$ cat src/rtl/jtcps1_vdma.sv
// ---------------------------------------------------------------------------
// jtcps1_vdma : per-frame bus-master DMA copying the object table then the
// palette from VRAM into local buffers. Option: JTCPS1_VDMA_PALSKIP_EN.
// Revision 1.0
// ---------------------------------------------------------------------------
`default_nettype none

module jtcps1_vdma #(
  parameter int AW        = 17,
  parameter int OBJ_WORDS = 1024,
  parameter int PAL_WORDS = 3072,
  parameter int BURST     = 64,
  parameter int GAP       = 16   // must be at least 1
) (
  input  logic          clk,
  input  logic          rst,
  input  logic          LVBL,
  input  logic [AW-1:0] obj_base,
  input  logic [AW-1:0] pal_base,
  input  logic          pal_update,
  output logic          busreq,
  input  logic          busack,
  output logic          vram_cs,
  output logic [AW-1:0] vram_addr,
  input  logic [15:0]   vram_data,
  input  logic          vram_ok,
  output logic          buf_we,
  output logic          buf_sel,
  output logic [11:0]   buf_addr,
  output logic [15:0]   buf_data,
  output logic          busy,
  output logic          done,
  output logic          overrun
);

  typedef enum logic [3:0] {
    S_IDLE, S_LATCH, S_REQ, S_WAIT_ACK, S_RD, S_WAIT_OK,
    S_STEP, S_NEXT_TBL, S_RELEASE, S_GAP, S_FINISH
  } state_t;

  localparam int BW = $clog2(BURST + 1);
  localparam int GW = $clog2(GAP + 1);
  localparam logic [12:0]   OBJ_LEN   = 13'(OBJ_WORDS);
  localparam logic [12:0]   PAL_LEN   = 13'(PAL_WORDS);
  localparam logic [BW-1:0] BURST_MAX = BW'(BURST);
  localparam logic [GW-1:0] GAP_LAST  = GW'(GAP - 1);

  state_t        state_q, state_d;
  logic          lvbl_q, lvbl_d;
  logic [AW-1:0] obj_base_q, obj_base_d, pal_base_q, pal_base_d;
  logic          tbl_q, tbl_d;
  logic [11:0]   idx_q, idx_d;
  logic [BW-1:0] burst_q, burst_d;
  logic [GW-1:0] gap_q, gap_d;
  logic          last_q, last_d;
  logic          busreq_q, busreq_d;
  logic          vram_cs_q, vram_cs_d;
  logic [AW-1:0] vram_addr_q, vram_addr_d;
  logic          buf_we_q, buf_we_d, buf_sel_q, buf_sel_d;
  logic [11:0]   buf_addr_q, buf_addr_d;
  logic [15:0]   buf_data_q, buf_data_d;
  logic          busy_q, busy_d, done_q, done_d, overrun_q, overrun_d;
  logic          pal_pending_q, pal_pending_d;

  logic          w_fall, w_pal_go, w_burst_full;
  logic [AW-1:0] w_base;
  logic [12:0]   w_len, w_idx_inc;

`ifdef JTCPS1_VDMA_PALSKIP_EN
  assign w_pal_go = pal_pending_q;
`else
  logic unused_pal_update;
  assign unused_pal_update = pal_update;
  assign w_pal_go          = 1'b1;
`endif

  assign w_fall       = lvbl_q & ~LVBL;
  assign w_base       = tbl_q ? pal_base_q : obj_base_q;
  assign w_len        = tbl_q ? PAL_LEN : OBJ_LEN;
  assign w_idx_inc    = {1'b0, idx_q} + 13'd1;
  assign w_burst_full = (burst_q == BURST_MAX);

  always_comb begin
    state_d       = state_q;
    lvbl_d        = LVBL;
    obj_base_d    = obj_base_q;
    pal_base_d    = pal_base_q;
    tbl_d         = tbl_q;
    idx_d         = idx_q;
    burst_d       = burst_q;
    gap_d         = gap_q;
    last_d        = last_q;
    busreq_d      = busreq_q;
    vram_cs_d     = vram_cs_q;
    vram_addr_d   = vram_addr_q;
    buf_we_d      = 1'b0;
    buf_sel_d     = buf_sel_q;
    buf_addr_d    = buf_addr_q;
    buf_data_d    = buf_data_q;
    busy_d        = busy_q;
    done_d        = 1'b0;
    overrun_d     = overrun_q;
    pal_pending_d = pal_pending_q;

    if (w_fall && state_q != S_IDLE) overrun_d = 1'b1;

    case (state_q)
      S_IDLE: if (w_fall) begin
        overrun_d = 1'b0;
        state_d   = S_LATCH;
      end
      S_LATCH: begin
        obj_base_d = obj_base;
        pal_base_d = pal_base;
        tbl_d      = 1'b0;
        idx_d      = 12'd0;
        busy_d     = 1'b1;
        state_d    = S_REQ;
      end
      S_REQ: begin
        busreq_d = 1'b1;
        burst_d  = '0;
        state_d  = S_WAIT_ACK;
      end
      S_WAIT_ACK: if (busack) state_d = S_RD;
      S_RD: begin
        vram_cs_d   = 1'b1;
        vram_addr_d = w_base + AW'(idx_q);
        state_d     = S_WAIT_OK;
      end
      S_WAIT_OK: if (vram_ok) begin
        vram_cs_d  = 1'b0;
        buf_we_d   = 1'b1;
        buf_sel_d  = tbl_q;
        buf_addr_d = idx_q;
        buf_data_d = vram_data;
        idx_d      = w_idx_inc[11:0];
        burst_d    = burst_q + BW'(1);
        last_d     = (w_idx_inc == w_len);
        state_d    = S_STEP;
      end
      S_STEP: begin
        if (last_q) begin
          state_d = S_NEXT_TBL;
        end else if (w_burst_full) begin
          busreq_d = 1'b0;
          state_d  = S_RELEASE;
        end else begin
          state_d = busack ? S_RD : S_WAIT_ACK;
        end
      end
      S_NEXT_TBL: begin
        if (tbl_q || !w_pal_go) begin
          busreq_d = 1'b0;
          state_d  = S_FINISH;
        end else begin
          // The palette continues in the current tenure if budget remains.
          tbl_d         = 1'b1;
          idx_d         = 12'd0;
          pal_pending_d = 1'b0;
          if (w_burst_full) begin
            busreq_d = 1'b0;
            state_d  = S_RELEASE;
          end else begin
            state_d = busack ? S_RD : S_WAIT_ACK;
          end
        end
      end
      S_RELEASE: if (!busack) begin
        gap_d   = '0;
        state_d = S_GAP;
      end
      S_GAP: begin
        if (gap_q == GAP_LAST) state_d = S_REQ;
        else                   gap_d   = gap_q + GW'(1);
      end
      S_FINISH: if (!busack) begin
        done_d  = 1'b1;
        busy_d  = 1'b0;
        state_d = S_IDLE;
      end
      default: state_d = S_IDLE;
    endcase

`ifdef JTCPS1_VDMA_PALSKIP_EN
    if (pal_update) pal_pending_d = 1'b1;
`endif
  end

  always_ff @(posedge clk or posedge rst) begin
    if (rst) begin
      state_q       <= S_IDLE;
      lvbl_q        <= 1'b0;
      obj_base_q    <= '0;
      pal_base_q    <= '0;
      tbl_q         <= 1'b0;
      idx_q         <= 12'd0;
      burst_q       <= '0;
      gap_q         <= '0;
      last_q        <= 1'b0;
      busreq_q      <= 1'b0;
      vram_cs_q     <= 1'b0;
      vram_addr_q   <= '0;
      buf_we_q      <= 1'b0;
      buf_sel_q     <= 1'b0;
      buf_addr_q    <= 12'd0;
      buf_data_q    <= 16'd0;
      busy_q        <= 1'b0;
      done_q        <= 1'b0;
      overrun_q     <= 1'b0;
      pal_pending_q <= 1'b1;
    end else begin
      state_q       <= state_d;
      lvbl_q        <= lvbl_d;
      obj_base_q    <= obj_base_d;
      pal_base_q    <= pal_base_d;
      tbl_q         <= tbl_d;
      idx_q         <= idx_d;
      burst_q       <= burst_d;
      gap_q         <= gap_d;
      last_q        <= last_d;
      busreq_q      <= busreq_d;
      vram_cs_q     <= vram_cs_d;
      vram_addr_q   <= vram_addr_d;
      buf_we_q      <= buf_we_d;
      buf_sel_q     <= buf_sel_d;
      buf_addr_q    <= buf_addr_d;
      buf_data_q    <= buf_data_d;
      busy_q        <= busy_d;
      done_q        <= done_d;
      overrun_q     <= overrun_d;
      pal_pending_q <= pal_pending_d;
    end
  end

  assign busreq    = busreq_q;
  assign vram_cs   = vram_cs_q;
  assign vram_addr = vram_addr_q;
  assign buf_we    = buf_we_q;
  assign buf_sel   = buf_sel_q;
  assign buf_addr  = buf_addr_q;
  assign buf_data  = buf_data_q;
  assign busy      = busy_q;
  assign done      = done_q;
  assign overrun   = overrun_q;

endmodule

`default_nettype wire

$ cat config.mk
export PLATFORM = sky130hd
export DESIGN_NAME = jtcps1_vdma
export DESIGN_NICKNAME = d
export VERILOG_FILES = /design/src/rtl/jtcps1_vdma.sv
export SDC_FILE = /design/constraint.sdc
export NUM_CORES = 1
export LEC_CHECK = 0
export CORE_ASPECT_RATIO = 1.25
export CORE_MARGIN = 4
export CORE_UTILIZATION = 40
export CTS_CLUSTER_DIAMETER = 100
export DETAILED_ROUTE_END_ITERATION = 10
export GPL_TIMING_DRIVEN = 0
export HOLD_SLACK_MARGIN = 0.12
export PLACE_DENSITY = 0.66
export SYNTH_ARGS = -nofsm -noshare
export SYNTH_HDL_FRONTEND = slang
export SYNTH_SLANG_ARGS = --single-unit
$ cat constraint.sdc
create_clock -name clk -period 3.9 [get_ports clk]
set_clock_uncertainty 0.15 [all_clocks]
set_input_delay 0.39 -clock clk [delete_from_list [all_inputs] [get_ports clk]]
set_output_delay 0.39 -clock clk [all_outputs]
set_load 0.1 [all_outputs]
==> impl_metrics.tcl <==
set metrics [dict create \
    post-route-drc-count 0 \
    p_clk_share_pct 22.6 \
    via_count 4824 \
    pwr-share-seq_pct 26.7 \
    crit_family "buffers and inverters" \
    synth_area_um2 5910 \
    diodes 0 \
    htree_levels 4 \
    yosysWarnings 0 \
    finalCritPeriodShare_pct 93.8 \
    core_um2 14500 \
    numClockSinks 117 \
    peakVddDrop_mv 0.638 \
    fmax_mhz 273 \
    synth-compound-area-share_pct 11.8 \
    tightest_slew_ns 1.03 \
    critPathSlowestCell "buf_1" \
    first_pass_iters 5 \
    grt_first_pass_wirelength_mm 24.5 \
    viasPerCell 5.28 \
    synth-xor-area-share_pct 3.85 \
    p_int_mw 3.90 \
    die-width_um 117 \
    hold_class "primary input to async pin" \
    post-cts-setup-buffers 0 \
    cts_resized 0 \
    status "completed" \
    switching_share_pct 45.8 \
    routedWlPerCell_um 16.2 \
    cts_made_buffers 17 \
    p_sw_mw 3.29 \
    period_minus_slack_ns 3.66 \
    synth.area.mux_share_pct 9.87 \
    cts_root_buffer "clkbuf_16" \
    synth-adder-area-share_pct 4.15 \
    synthCells 598 \
    finalSetupViolCount 0 \
    power-per-cell-area_nw_per_um2 918 \
    max_slew_margin_pct 30.9 \
    ys.flop_type "dfrtp_1" \
    nNetsFinal 798 \
    worstSkewPairLatency_ns 0.41 \
    cpMostUsedCell "o21ai_0" \
    crit_buf_inv 3 \
    grt_max_degree 61 \
    grt_use_total_pct 18.6 \
    drive_above_1_share_pct 15.4 \
    synth_top_family_by_area "simple AND/OR/NAND/NOR gates" \
    async_flop_share_pct 100 \
    startpoint_type "flip-flop" \
    ios 108 \
    numPortBuffers 105 \
    syn_nets 673 \
    gr-total-overflow 0 \
    die_y_um 144 \
    drv_cap 0 \
    synth_cell_types 59 \
    comb_power_share_pct 50.7 \
    critPathMaxStageDelay_ns 0.52 \
    cp_max_fo 10 \
    critPathKind "flip-flop to flip-flop" \
    arrival_ns 3.79 \
    start_util_pct 40.8 \
    rows 49 \
    gp_congestion 0.856 \
    cp-end-kind "flip-flop" \
    cts_buffer_depth 2 \
    crit_chain "buf_4 -> buf_2 -> buf_1 -> mux2_2 -> ha_1 -> a21oi_1 -> o21ai_0 -> a41oi_1 -> nor4_1 -> xor2_1 -> o21ai_0" \
    drtIter0Drc 222 \
    power_leakage_nw 3.54 \
    cts_tree "yes" \
    synth.ff_latch_count 117 \
    dieArea_um2 16800 \
    path_clk_slew_ns 0.05 \
    hold_buffers 0 \
    grt_pass1_vias 5035 \
    synthSimpleGateAreaFrac_pct 17.2 \
    ant_nets 0 \
    cp.required_ns 4.04 \
    antenna_found_initial 0 \
    post_synth.cell_area_avg_um2 9.88 \
    wirelength_mm 14.8 \
    finalMaxSlewViolations 0 \
    dpl.hpwl_mm 10.9 \
    p_total_mw 7.19 \
    area_delta_synth_final_pct 32.5 \
    final_core_util_pct 54.1 \
    hold_viol 0 \
    synth_edf_count 0 \
    ys_seq_area_share_pct 49.5 \
    rsz0062_at_grt "no" \
]
cells in the final DEF, fill, tap and decap left out, types with 8 or more instances in the layout:
cell,instances
o21ai_0,44
buf_2,17
nor3_1,11
inv_1,15
nor2_1,29
nand2_1,143
dfrtp_1,117
mux2_2,50
ha_1,18
nand3_1,10
xor2_1,15
a21oi_1,19
clkdlybuf4s50_1,105
a31oi_1,8
clkbuf_16,17
xnor2_1,11
clkbuf_1,10
registers in the layout, summed over array words and instances (netlist names), named ones only:
register,cells
lvbl_q,1
burst_q,7
buf_data,16
last_q,1
done,1
buf_addr,12
idx_q,12
vram_addr,17
buf_sel,1
obj_base_q,17
state_q,4
vram_cs,1
buf_we,1
gap_q,5
pal_base_q,17
tbl_q,1
busy,1
busreq,1
final timing paths:
path                                    startpoint                   endpoint  slack, ns  cells after the start
setup / recovery                 tbl_q$_DFFE_PP0P_  vram_addr[15]$_DFFE_PP0P_       0.24                     11
hold / removal                                 rst    buf_addr[5]$_DFFE_PP0P_       0.26                      2
setup reg to reg                 tbl_q$_DFFE_PP0P_  vram_addr[15]$_DFFE_PP0P_       0.24                     11
hold reg to reg            buf_data[8]$_DFFE_PP0P_    buf_data[8]$_DFFE_PP0P_       0.32                      2
max in group asynchronous                      rst  vram_addr[16]$_DFFE_PP0P_       2.67                      3
min in group clk                              LVBL           lvbl_q$_DFF_PP0_       0.30                      1
cells by family after synthesis:
group / Yosys count
xor+xnor: 26
mux: 52
fa+ha+maj: 19
flops: 117
compound gates: 111
buf+inv: 48
simple gates: 225
worst register-to-register path: cells and delay by family, from the launching register on:
family,cells,cell delay [ns]
buf+inv,3,1.00
compound gates,4,0.67
mux,1,0.42
fa+ha+maj,1,0.41
simple gates,1,0.37
flops,1,0.32
xor+xnor,1,0.18
area by class of cell:
class	instances	area, µm²
multi-input combinational	433	2770
sequential	117	2930
inverter	18	72.6
buffer	30	146
fill	1344	6640
clock buffer	21	460
tap	178	223
clock inverter	11	155
timing repair buffer	106	1080
metal layers:
metal | GRT usage (%) | share of wire [%] | wire length (µm)
met4 | 5.68 | 1.7 | 245
met5 | 0 | 0 | 0
met3 | 6.53 | 6.9 | 1020
met2 | 31.1 | 50 | 7420
met1 | 22.6 | 41 | 6130
power by group through the flow:
| stage | combinational (mW) | clock [mW] | sequential [mW] |
|---|---|---|---|
| 6_report | 3.64 | 1.63 | 1.92 |
| 5_1_grt | 3.90 | 1.72 | 1.98 |
| 4_1_cts | 3.68 | 1.66 | 1.92 |
| 3_5_place_dp | 3.66 | 0 | 1.94 |
| 3_3_place_gp | 3.59 | 0 | 1.92 |
| 2_1_floorplan | 1.43 | 0 | 3.26 |
per-stage QoR:
stage / area (µm²) / hold slack, ns / cells / TNS (ns) / setup slack (ns)
after floorplan: 5910 / 0.271 / 598 / 0 / 0.259
after global placement: 7180 / 0.308 / 881 / -159.04 / -1.37
after detailed placement: 7220 / 0.316 / 882 / 0 / 0.271
after CTS: 7830 / 0.269 / 914 / 0 / 0.250
after global routing: 7830 / 0.303 / 914 / 0 / 0.0166
final: 7830 / 0.260 / 914 / 0 / 0.241
synthesized netlist by cell type (3+ instances only):
cell / instances / area share, %
a211oi_1: 3 / 0.38
a21o_1: 4 / 0.51
a21oi_1: 19 / 1.6
a22o_1: 3 / 0.44
a31oi_1: 8 / 0.85
and3_1: 4 / 0.42
buf_2: 17 / 1.4
buf_4: 3 / 0.38
clkbuf_1: 8 / 0.51
dfrtp_1: 117 / 50
ha_1: 18 / 3.8
inv_1: 16 / 1.0
mux2_2: 50 / 9.5
nand2_1: 143 / 9.1
nand2b_1: 4 / 0.42
nand3_1: 10 / 0.85
nand4_1: 3 / 0.32
nor2_1: 29 / 1.8
nor3_1: 11 / 0.93
nor4_1: 5 / 0.53
o21ai_0: 44 / 3.7
o21bai_1: 3 / 0.38
o22ai_1: 4 / 0.42
xnor2_1: 11 / 1.6
xor2_1: 15 / 2.2
Note: power is estimated with default switching activity, not from simulation.
